## src/rtl/seg_bus_decoder.sv

```systemverilog
// Display-bus receiver: decodes strobed 7-segment digits into an HH:MM:SS frame and publishes 24h BCD time.
// Optional colon period measurement is compiled in with `define COLON_PERIOD_EN.
module seg_bus_decoder #(
  parameter int FRAME_TIMEOUT = 64,
  parameter int PERIOD_W      = 8
) (
  input  logic                clk,
  input  logic                rst,
  input  logic [6:0]          seg7,
  input  logic [5:0]          le,
  input  logic                pm,
  input  logic                colon,
  input  logic                mode12,
  output logic [7:0]          hours_bcd,
  output logic [7:0]          min_bcd,
  output logic [7:0]          sec_bcd,
  output logic                time_valid,
  output logic                sec_tick,
  output logic                seg_err,
  output logic                range_err,
  output logic                timeout_err,
  output logic [7:0]          err_count,
  output logic [PERIOD_W-1:0] colon_period,
  output logic                period_valid,
  output logic [1:0]          fsm_state     // 0 = IDLE, 1 = COLLECT, 2 = COMMIT
);

  localparam logic [1:0] S_IDLE    = 2'd0;
  localparam logic [1:0] S_COLLECT = 2'd1;
  localparam logic [1:0] S_COMMIT  = 2'd2;
  localparam int         TW        = (FRAME_TIMEOUT > 2) ? $clog2(FRAME_TIMEOUT) : 1;
  localparam logic [TW-1:0] T_LAST = TW'(FRAME_TIMEOUT - 1);

  function automatic logic [4:0] decode(input logic [6:0] p);
    case (p)
      7'b1111110: decode = {1'b1, 4'd0};
      7'b0110000: decode = {1'b1, 4'd1};
      7'b1101101: decode = {1'b1, 4'd2};
      7'b1111001: decode = {1'b1, 4'd3};
      7'b0110011: decode = {1'b1, 4'd4};
      7'b1011011: decode = {1'b1, 4'd5};
      7'b1011111: decode = {1'b1, 4'd6};
      7'b1110000: decode = {1'b1, 4'd7};
      7'b1111111: decode = {1'b1, 4'd8};
      7'b1111011: decode = {1'b1, 4'd9};
      default:    decode = 5'd0;
    endcase
  endfunction

  logic [1:0]    state;
  logic [5:0]    mask;
  logic [TW-1:0] tcnt;
  logic          pm_q;
  logic [3:0]    digit [6];

  logic [4:0] dec;
  logic       strobe_ok, strobe_bad, le_multi;
  logic       timeout_fire, commit_pass, range_fail, frame_ok, hour_ok;
  logic [6:0] hour_bin, hour24;
  logic [7:0] hours_next;
  logic [1:0] err_inc;
  logic [8:0] err_sum;

  assign dec        = decode(seg7);
  assign le_multi   = |(le & (le - 6'd1));
  assign strobe_ok  = (|le) && !le_multi && dec[4];
  assign strobe_bad = (|le) && !strobe_ok;
  assign fsm_state  = state;

  // The timeout only runs while a partial frame is pending; a full mask always proceeds to COMMIT.
  assign timeout_fire = (state == S_COLLECT) && (mask != 6'h3f) && !strobe_ok && (tcnt == T_LAST);

  assign hour_bin = 7'(digit[0]) * 7'd10 + 7'(digit[1]);
  assign hour_ok  = mode12 ? (hour_bin >= 7'd1 && hour_bin <= 7'd12)
                           : (digit[0] <= 4'd2 && digit[1] <= 4'd9 && hour_bin <= 7'd23);
  assign frame_ok    = hour_ok && (digit[2] <= 4'd5) && (digit[4] <= 4'd5);
  assign commit_pass = (state == S_COMMIT) && frame_ok;
  assign range_fail  = (state == S_COMMIT) && !frame_ok;

  always_comb begin
    hour24 = hour_bin;
    if (mode12) begin
      if (hour_bin == 7'd12) hour24 = pm_q ? 7'd12 : 7'd0;
      else if (pm_q)         hour24 = hour_bin + 7'd12;
    end
    if (hour24 >= 7'd20)      hours_next = {4'd2, 4'(hour24 - 7'd20)};
    else if (hour24 >= 7'd10) hours_next = {4'd1, 4'(hour24 - 7'd10)};
    else                      hours_next = {4'd0, hour24[3:0]};
  end

  // time_valid is a single-cycle strobe with no back-pressure: a consumer must capture the
  // BCD outputs in the cycle the pulse is high; they hold until the next passing frame.
  always_ff @(posedge clk or posedge rst) begin
    if (rst) begin
      state       <= S_IDLE;
      mask        <= 6'd0;
      tcnt        <= '0;
      pm_q        <= 1'b0;
      hours_bcd   <= 8'd0;
      min_bcd     <= 8'd0;
      sec_bcd     <= 8'd0;
      time_valid  <= 1'b0;
      sec_tick    <= 1'b0;
      seg_err     <= 1'b0;
      range_err   <= 1'b0;
      timeout_err <= 1'b0;
      for (int i = 0; i < 6; i++) digit[i] <= 4'd0;
    end else begin
      seg_err     <= strobe_bad;
      range_err   <= range_fail;
      timeout_err <= timeout_fire;
      time_valid  <= commit_pass;
      sec_tick    <= commit_pass && ({digit[4], digit[5]} != sec_bcd);
      if (commit_pass) begin
        hours_bcd <= hours_next;
        min_bcd   <= {digit[2], digit[3]};
        sec_bcd   <= {digit[4], digit[5]};
      end
      if (strobe_ok) begin
        for (int i = 0; i < 6; i++) if (le[i]) digit[i] <= dec[3:0];
        if (le[1]) pm_q <= pm;
      end
      case (state)
        S_IDLE: begin
          tcnt <= '0;
          if (strobe_ok) begin
            mask  <= le;
            state <= S_COLLECT;
          end
        end
        S_COLLECT: begin
          if (strobe_ok) begin
            mask <= mask | le;
            tcnt <= '0;
          end else if (mask != 6'h3f) begin
            tcnt <= timeout_fire ? '0 : tcnt + 1'b1;
          end
          if (mask == 6'h3f) begin
            state <= S_COMMIT;
          end else if (timeout_fire) begin
            mask  <= 6'd0;
            state <= S_IDLE;
          end
        end
        S_COMMIT: begin
          tcnt <= '0;
          // A strobe arriving while the old frame commits starts the next frame.
          if (strobe_ok) begin
            mask  <= le;
            state <= S_COLLECT;
          end else begin
            mask  <= 6'd0;
            state <= S_IDLE;
          end
        end
        default: begin
          mask  <= 6'd0;
          state <= S_IDLE;
        end
      endcase
    end
  end

  assign err_inc = 2'(strobe_bad) + 2'(range_fail) + 2'(timeout_fire);
  assign err_sum = {1'b0, err_count} + 9'(err_inc);

  always_ff @(posedge clk or posedge rst) begin
    if (rst)                 err_count <= 8'd0;
    else if (err_sum > 9'd255) err_count <= 8'd255;
    else                     err_count <= err_sum[7:0];
  end

`ifdef COLON_PERIOD_EN
  logic                col_s1, col_s2, col_d, first_seen, col_edge;
  logic [PERIOD_W-1:0] pcnt;

  assign col_edge = col_s2 ^ col_d;

  // pcnt restarts at 1 on an edge so that it equals the clock distance when the next edge arrives.
  always_ff @(posedge clk or posedge rst) begin
    if (rst) begin
      col_s1       <= 1'b0;
      col_s2       <= 1'b0;
      col_d        <= 1'b0;
      first_seen   <= 1'b0;
      pcnt         <= '0;
      colon_period <= '0;
      period_valid <= 1'b0;
    end else begin
      col_s1       <= colon;
      col_s2       <= col_s1;
      col_d        <= col_s2;
      period_valid <= 1'b0;
      if (col_edge) begin
        pcnt       <= PERIOD_W'(1);
        first_seen <= 1'b1;
        if (first_seen) begin
          colon_period <= pcnt;
          period_valid <= 1'b1;
        end
      end else if (pcnt != '1) begin
        pcnt <= pcnt + 1'b1;
      end
    end
  end
`else
  logic unused_colon;
  assign unused_colon = colon;
  assign colon_period = '0;
  assign period_valid = 1'b0;
`endif

endmodule

```

## config.mk

```make
export PLATFORM = sky130hd
export DESIGN_NAME = seg_bus_decoder
export DESIGN_NICKNAME = d
export VERILOG_FILES = /design/src/rtl/seg_bus_decoder.sv
export SDC_FILE = /design/constraint.sdc
export NUM_CORES = 1
export LEC_CHECK = 0
export ABC_AREA = 0
export BUFFER_PORTS_ARGS = -buffer_cell sky130_fd_sc_hd__buf_2
export CORE_UTILIZATION = 63
export CTS_BUF_LIST = sky130_fd_sc_hd__clkbuf_4
export CTS_CLUSTER_DIAMETER = 150
export DETAILED_ROUTE_END_ITERATION = 8
export PLACE_DENSITY = 0.87
export SETUP_SLACK_MARGIN = 0.5
export SLEW_MARGIN = 10
export SYNTH_ARGS = -nofsm -noshare
export SYNTH_HDL_FRONTEND = slang
export SYNTH_SLANG_ARGS = --single-unit
```

## constraint.sdc

```tcl
create_clock -name clk -period 9.4 [get_ports clk]
set_input_delay 2.35 -clock clk [delete_from_list [all_inputs] [get_ports clk]]
set_output_delay 2.35 -clock clk [all_outputs]
set_load 0.05 [all_outputs]
```

==> impl_metrics.toml, run 1 <==
[sta]
setup_violations = 0
hold_ws_ps = 489
layout_min_cycle_time_ps = 5480
max_freq_mhz = 182
tightest_slew_ps = 1050
drv_slew = 0
rsz0062_at_grt = "no"
tns_ps = 0
setup_ws_ps = 3920
maxSlewHeadroom_pct = 29.2
hold_viol_final = 0
finClkSkew_ps = 19.0
fin_crit_sh_pct = 58.3

[layout]
num_antenna_cells = 0
layout-drive-gt1-share_pct = 20.7
final_cells = 559
area_growth_pct = 9.66
num-nets-final = 518
fillers = 473
post-route-util_pct = 71.8

[worst_setup_path]
worst_path_most_repeated_cell = "nor2_1"
cp_max_fo = 16
cp.required_ps = 9760
critPathTopFamily = "simple AND/OR/NAND/NOR gates"
cp_cell_sequence = "buf_2 -> nor2b_1 -> and3b_1 -> a32o_1 -> a21boi_1 -> a21oi_1 -> buf_4 -> nor2_1 -> inv_1 -> nor2_1 -> ha_1 -> inv_1 -> fa_1 -> nor2_1 -> nand3_1 -> nand2b_1"
worst_setup_path_end_kind = "register"
path_class = "in -> reg"
critPathMaxStageDelay_ps = 640
crit_arrival_ps = 5840
critPathLaunchType = "input pin"
critPathBufInv = 4
worst_path_max_delay_cell = "a21boi_1"
rrSetupSlack_ps = 4930

[synthesis]
synth_cells = 426
synth_flop_cell = "dfrtp_1"
synth_top_cell_area_share_pct = 44.3
seq_area_frac_synth_pct = 44.3
synth_area_leader_cell = "dfrtp_1"
synth_cell_types = 58
synthTopCellsByArea = "dfrtp_1 (44%), mux2_2 (7.0%), nand2_1 (5.2%)"
async_flop_share_pct = 100
ys.warnings.count = 0
netlist_area_sq_mm = 0.00418
ys_seq_elements = 74
synth_area_per_cell_sq_um = 9.82
synth_edf_count = 0

[clock_tree]
root_buffer = "clkbuf_4"
htree_levels = 3
cts_buffers = 9
max-clock-path-buffers = 2
worstSkewPairLatency_ps = 410
clkTransAtPathRegs_ps = 120
clkSinkCount = 74
cts_tree = "built"
holdBufCountCts = 0
post_cts_resized = 0
postCtsSetupBuffers = 0

[placed_design]
place_ws_ps = 3600
gp_congestion = 0.825
dp_hpwl_mm = 6.44
dpl.cell_count = 546
io_buffer_count = 53

[floorplanning]
dieArea_sq_mm = 0.00697
floorplan.initialDensity_pct = 65.5
row_count = 29
coreArea_sq_mm = 0.00639
die_width_um = 83.5
io_pins = 66
die-height_um = 83.5

[drt]
drc = 0
ant_nets = 0
via_per_inst = 6.17
firstDrtPassIters = 5
vias = 3447
wl_mm = 8.81
wire_per_inst_um = 15.8
first_iter_violations = 205

[global_routing]
grt_pass1_vias = 3268
grt_pass1_wl_mm = 14.8
grt_max_degree = 75
grt_overflow = 0
grt_antenna_before_repair = 0
grt_usage_pct = 26.5

[power_and_ir_drop]
combPwrFrac_pct = 28.0
internal_power_uw = 494
p_sw_uw = 292
p_leak_uw = 0.00238
sequentialPowerShare_pct = 49.3
power.share.clock_pct = 22.7
powerDensity_mw_per_mm2 = 171
swShare_pct = 37.2
ir_drop_mv = 0.257

[worst_hold_path]
hp-class = "reg -> reg"

[status]
status = "completed"

[flow_run]
drv_cap = 0
==> power by group through the flow <==
stage / sequential, uW / combinational (uW) / clock, uW
after floorplan: 450 / 113 / 0
after global placement: 390 / 213 / 0
after detailed placement: 393 / 222 / 0
after CTS: 387 / 222 / 183
after global routing: 393 / 239 / 193
final: 388 / 220 / 178
==> Yosys cell counts (all sizes together), types with 6 or more instances <==
master   n
a21boi   7
a21oi   17
and2     7
and3     6
buf     12
clkbuf  10
dfrtp   74
ha      16
inv     20
mux2    26
nand2   58
nand3   18
nor2    22
nor3     6
o21ai   28
o22ai    6
xor2    14
==> logic make-up after synthesis <==
logic type / count (synthesis) / share of synthesized area, %
xor gates and xnor gates: 20 / 4.85
buffers and inverters: 42 / 4.76
DFF: 74 / 44.3
other: 1 / 0.0897
adders and majority gates: 20 / 6.70
muxes: 28 / 7.48
AOI/OAI and AO/OA: 93 / 14.5
and+or+nand+nor: 148 / 17.4
==> layout by cell type, fill, tap and decap left out, types with 3 or more instances in the layout <==
master	count
xnor2_1	4
o31ai_1	4
dfrtp_1	74
or3_1	4
a21boi_0	6
a31oi_1	4
nor2_1	22
nor3b_1	3
nor2b_1	4
fa_1	4
clkbuf_4	9
nand2_1	58
and2_1	6
nor3_1	6
buf_2	53
ha_1	16
and3_1	6
nor4_1	4
xor2_1	14
and3b_1	3
a21oi_1	17
o22ai_1	6
nand3_1	18
mux2_2	26
conb_1	11
a21o_1	3
o211ai_1	3
inv_1	18
nand4_1	5
o21ai_0	26
==> path summary, 6_finish.rpt <==
path | start | end | cells past startpoint
min | hours_bcd[3]$_DFFE_PP0P_ | hours_bcd[3]$_DFFE_PP0P_ | 2
max reg2reg | digit[21]$_DFFE_PP0P_ | err_count[0]$_DFF_PP0_ | 16
max in group asynchronous | rst | digit[23]$_DFFE_PP0P_ | 3
min reg2reg | hours_bcd[3]$_DFFE_PP0P_ | hours_bcd[3]$_DFFE_PP0P_ | 2
max | seg7[4] | err_count[0]$_DFF_PP0_ | 16
min in group asynchronous | rst | err_count[6]$_DFF_PP0_ | 3
==> registers in the layout (all words and copies together), names as in the netlist <==
register,flops
min_bcd,8
sec_bcd,8
hours_bcd,6
err_count,8
fsm_state,2
sec_tick,1
tcnt,6
pm_q,1
seg_err,1
timeout_err,1
range_err,1
digit,24
mask,6
time_valid,1
==> worst reg2reg max path: stages, from the launching register on <==
cell	delay, ps
dfrtp_1	460
ha_1	330
ha_1	190
inv_1	60
fa_1	470
nor2b_1	130
a32oi_1	180
or4_1	570
nor3_1	200
nor2_1	130
fa_1	510
ha_1	170
inv_1	60
fa_1	450
nor2_1	170
nand3_1	220
nand2b_1	130
==> per-layer routing <==
metal,track usage [%],vias to the layer above,wire [um]
met2,43.6,150,4390
met1,34.9,1662,3600
li1,-,1608,-
met3,4.25,27,571
met4,11.7,0,254
met5,0,-,0
==> area by class of cell <==
type	count	area (sq um)	area share, %
timing repair buffer	55	280	6.11
multi-input combinational	320	2170	47.3
inverter	20	75.1	1.64
tap	77	96.3	2.10
sequential	74	1850	40.4
clock buffer	9	67.6	1.47
clock inverter	4	46.3	1.01
==> metrics by stage <==
step | power (uW) | area, sq um
floorplan | 564 | 4220
global placement | 603 | 4470
detailed placement | 615 | 4470
CTS | 792 | 4590
global route | 825 | 4590
finish | 786 | 4590
(Power assumes the default switching activity.)
==> inputs of run 2 (changes only) <==
--- a/config.mk
+++ b/config.mk
@@ -7,11 +7,11 @@
 export LEC_CHECK = 0
 export ABC_AREA = 0
 export BUFFER_PORTS_ARGS = -buffer_cell sky130_fd_sc_hd__buf_2
-export CORE_UTILIZATION = 63
+export CORE_UTILIZATION = 53
 export CTS_BUF_LIST = sky130_fd_sc_hd__clkbuf_4
 export CTS_CLUSTER_DIAMETER = 150
 export DETAILED_ROUTE_END_ITERATION = 8
-export PLACE_DENSITY = 0.87
+export PLACE_DENSITY = 0.78
 export SETUP_SLACK_MARGIN = 0.5
 export SLEW_MARGIN = 10
 export SYNTH_ARGS = -nofsm -noshare
==> constraint.sdc (replaced) <==
create_clock -name clk -period 4.6 [get_ports clk]
set_input_delay 1.15 -clock clk [delete_from_list [all_inputs] [get_ports clk]]
set_output_delay 1.15 -clock clk [all_outputs]
set_load 0.05 [all_outputs]
==> run 2 against run 1 <==
Power increased by 110%. Cell count increased by 8.6%. Critical path depth unchanged. Cell area increased by 8.5%. Register-to-register slack got worse by 4400 ps. Flip-flop and latch count unchanged. Worst hold slack improved by 10 ps. First-iteration DRC count decreased by 17%. Clock-buffer cell count unchanged. Setup slack got worse by 3400 ps. Highest routed layer unchanged.
==> impl_metrics.toml, run 2 (same netlist as run 1, synthesis figures left out) <==
[placed_design]
dp_hpwl_mm = 6.44
gp_congestion = 0.822
io_buffer_count = 53
place_ws_ps = 167

[power_and_ir_drop]
sequentialPowerShare_pct = 49.0
swShare_pct = 39.7
p_sw_uw = 645
internal_power_uw = 980
powerDensity_mw_per_mm2 = 327
power.share.clock_pct = 21.3
p_leak_uw = 0.00247
combPwrFrac_pct = 29.7
ir_drop_mv = 0.482

[worst_setup_path]
cp_max_fo = 6
critPathMaxStageDelay_ps = 620
path_class = "reg -> reg"
critPathBufInv = 1
cp.required_ps = 4930
critPathLaunchType = "register"
cp_cell_sequence = "ha_4 -> fa_2 -> ha_2 -> or3b_4 -> nand3_2 -> a31oi_2 -> a2bb2oi_2 -> nor3_4 -> nor2_4 -> fa_1 -> ha_2 -> inv_2 -> fa_2 -> nor2_2 -> xnor2_1 -> nand2_1"
crit_arrival_ps = 4390
critPathTopFamily = "adder cells"
worst_path_max_delay_cell = "fa_2"
worst_setup_path_end_kind = "register"

[floorplanning]
dieArea_sq_mm = 0.00825
die_width_um = 90.8
die-height_um = 90.8
floorplan.initialDensity_pct = 54.4
row_count = 32
coreArea_sq_mm = 0.00769
io_pins = 66

[drt]
wl_mm = 9.33
drc = 0
first_iter_violations = 170
ant_nets = 0
firstDrtPassIters = 5
via_per_inst = 5.68
vias = 3446
wire_per_inst_um = 15.4

[sta]
finClkSkew_ps = 22.1
hold_viol_final = 0
fin_crit_sh_pct = 88.4
maxSlewHeadroom_pct = 35.4
drv_slew = 0
tns_ps = 0
layout_min_cycle_time_ps = 4060
tightest_slew_ps = 958
max_freq_mhz = 246
setup_violations = 0
rsz0062_at_grt = "yes"
setup_ws_ps = 536

[layout]
final_common_cell = "dfrtp_1"
area_growth_pct = 19.0
regMostFlops = "digit"
num_antenna_cells = 0
largest_register_ffs = 24
multi_input_area_sq_mm = 0.00237
fillers = 615
mostFrequentLayoutCells = "dfrtp_1 (72), nand2_1 (57), buf_2 (53), o21ai_0 (26), mux2_2 (26)"
num-nets-final = 538
layout-drive-gt1-share_pct = 30.1
regArea_sq_mm = 0.00185

[global_routing]
grt_pass1_wl_mm = 14.6
grt_antenna_before_repair = 0
grt_overflow = 0
grt_max_degree = 43
grt_pass1_vias = 3208
grt_usage_pct = 22.1

[clock_tree]
worstSkewPairLatency_ps = 430
max-clock-path-buffers = 2
clkSinkCount = 74
clkTransAtPathRegs_ps = 140
htree_levels = 3
root_buffer = "clkbuf_4"
cts_buffers = 9
cts_tree = "built"

[flow_run]
drv_cap = 0

[worst_hold_path]
hp-class = "reg -> reg"

[status]
status = "completed"
## run 2: cell types whose count changed in the layout (fill, tap and decap cells not counted), sizes merged
cell      before  now
buf           55   75
clkinv         2    4
bufinv         1    0
clkinvlp       1    2
inv           20   21
## run 2: power groups by stage
stage / Clock, uW / Sequential, uW / Combinational (uW)
global placement: 0 / 799 / 440
floorplan: 0 / 921 / 233
detailed placement: 0 / 802 / 454
global route: 379 / 805 / 526
finish: 346 / 796 / 483
CTS: 351 / 791 / 460
## run 2: final timing paths
kind                            depth (start not counted)                startpoint                        to  slack, ps
worst min-delay path                                    2  hours_bcd[4]$_DFFE_PP0P_  hours_bcd[4]$_DFFE_PP0P_        500
max in group asynchronous                               3                       rst      digit[0]$_DFFE_PP0P_       2880
worst max-delay path                                   16     digit[20]$_DFFE_PP0P_    err_count[4]$_DFF_PP0_        540
worst min register to register                          2  hours_bcd[4]$_DFFE_PP0P_  hours_bcd[4]$_DFFE_PP0P_        500
worst max register to register                         16     digit[20]$_DFFE_PP0P_    err_count[4]$_DFF_PP0_        540
min in group asynchronous                               2                       rst    err_count[7]$_DFF_PP0_        880
## run 2: worst min-delay path, delay by kind of cell (launching register included)
kind | cells | cell delay (ps)
compound gates | 1 | 60
flops | 1 | 370
simple gates | 1 | 50
## run 2: repair_timing
action / CTS / global route
gates resized for setup: 11 / 28
hold buffers: 0 / 0
buffers inserted: 2 / 13
endpoints found under the setup margin: 9 / 11
pin swaps: 2 / 19
## run 2: cell type report
| type | instances | share of cell area (%) |
|---|---|---|
| clock buffers | 9 | 1.36 |
| flip-flops and latches | 74 | 37.3 |
| inverters | 20 | 1.51 |
| multi-input cells | 320 | 47.7 |
| clock inverters | 7 | 0.905 |
| repair buffers | 75 | 8.72 |
| well taps | 102 | 2.56 |
## run 2: metrics by stage
step	hold slack (ps)	total power, uW	instance area (sq um)	cells	util (%)
after detailed placement	470	1260	4550	576	59.2
after floorplan	444	1150	4240	436	-
after global routing	531	1710	4980	607	64.7
final	500	1630	4980	607	64.7
after global placement	459	1240	4550	576	59.2
after CTS	500	1600	4730	594	61.5
## run 2: layer usage
metal / up-vias / share of wire, % / global-route usage, %
li1: 1644 / - / -
met2: 115 / 49 / 37.3
met3: 14 / 5.2 / 4.21
met1: 1673 / 44 / 29.1
met4: 0 / 1.5 / 6.35
met5: - / 0 / 0
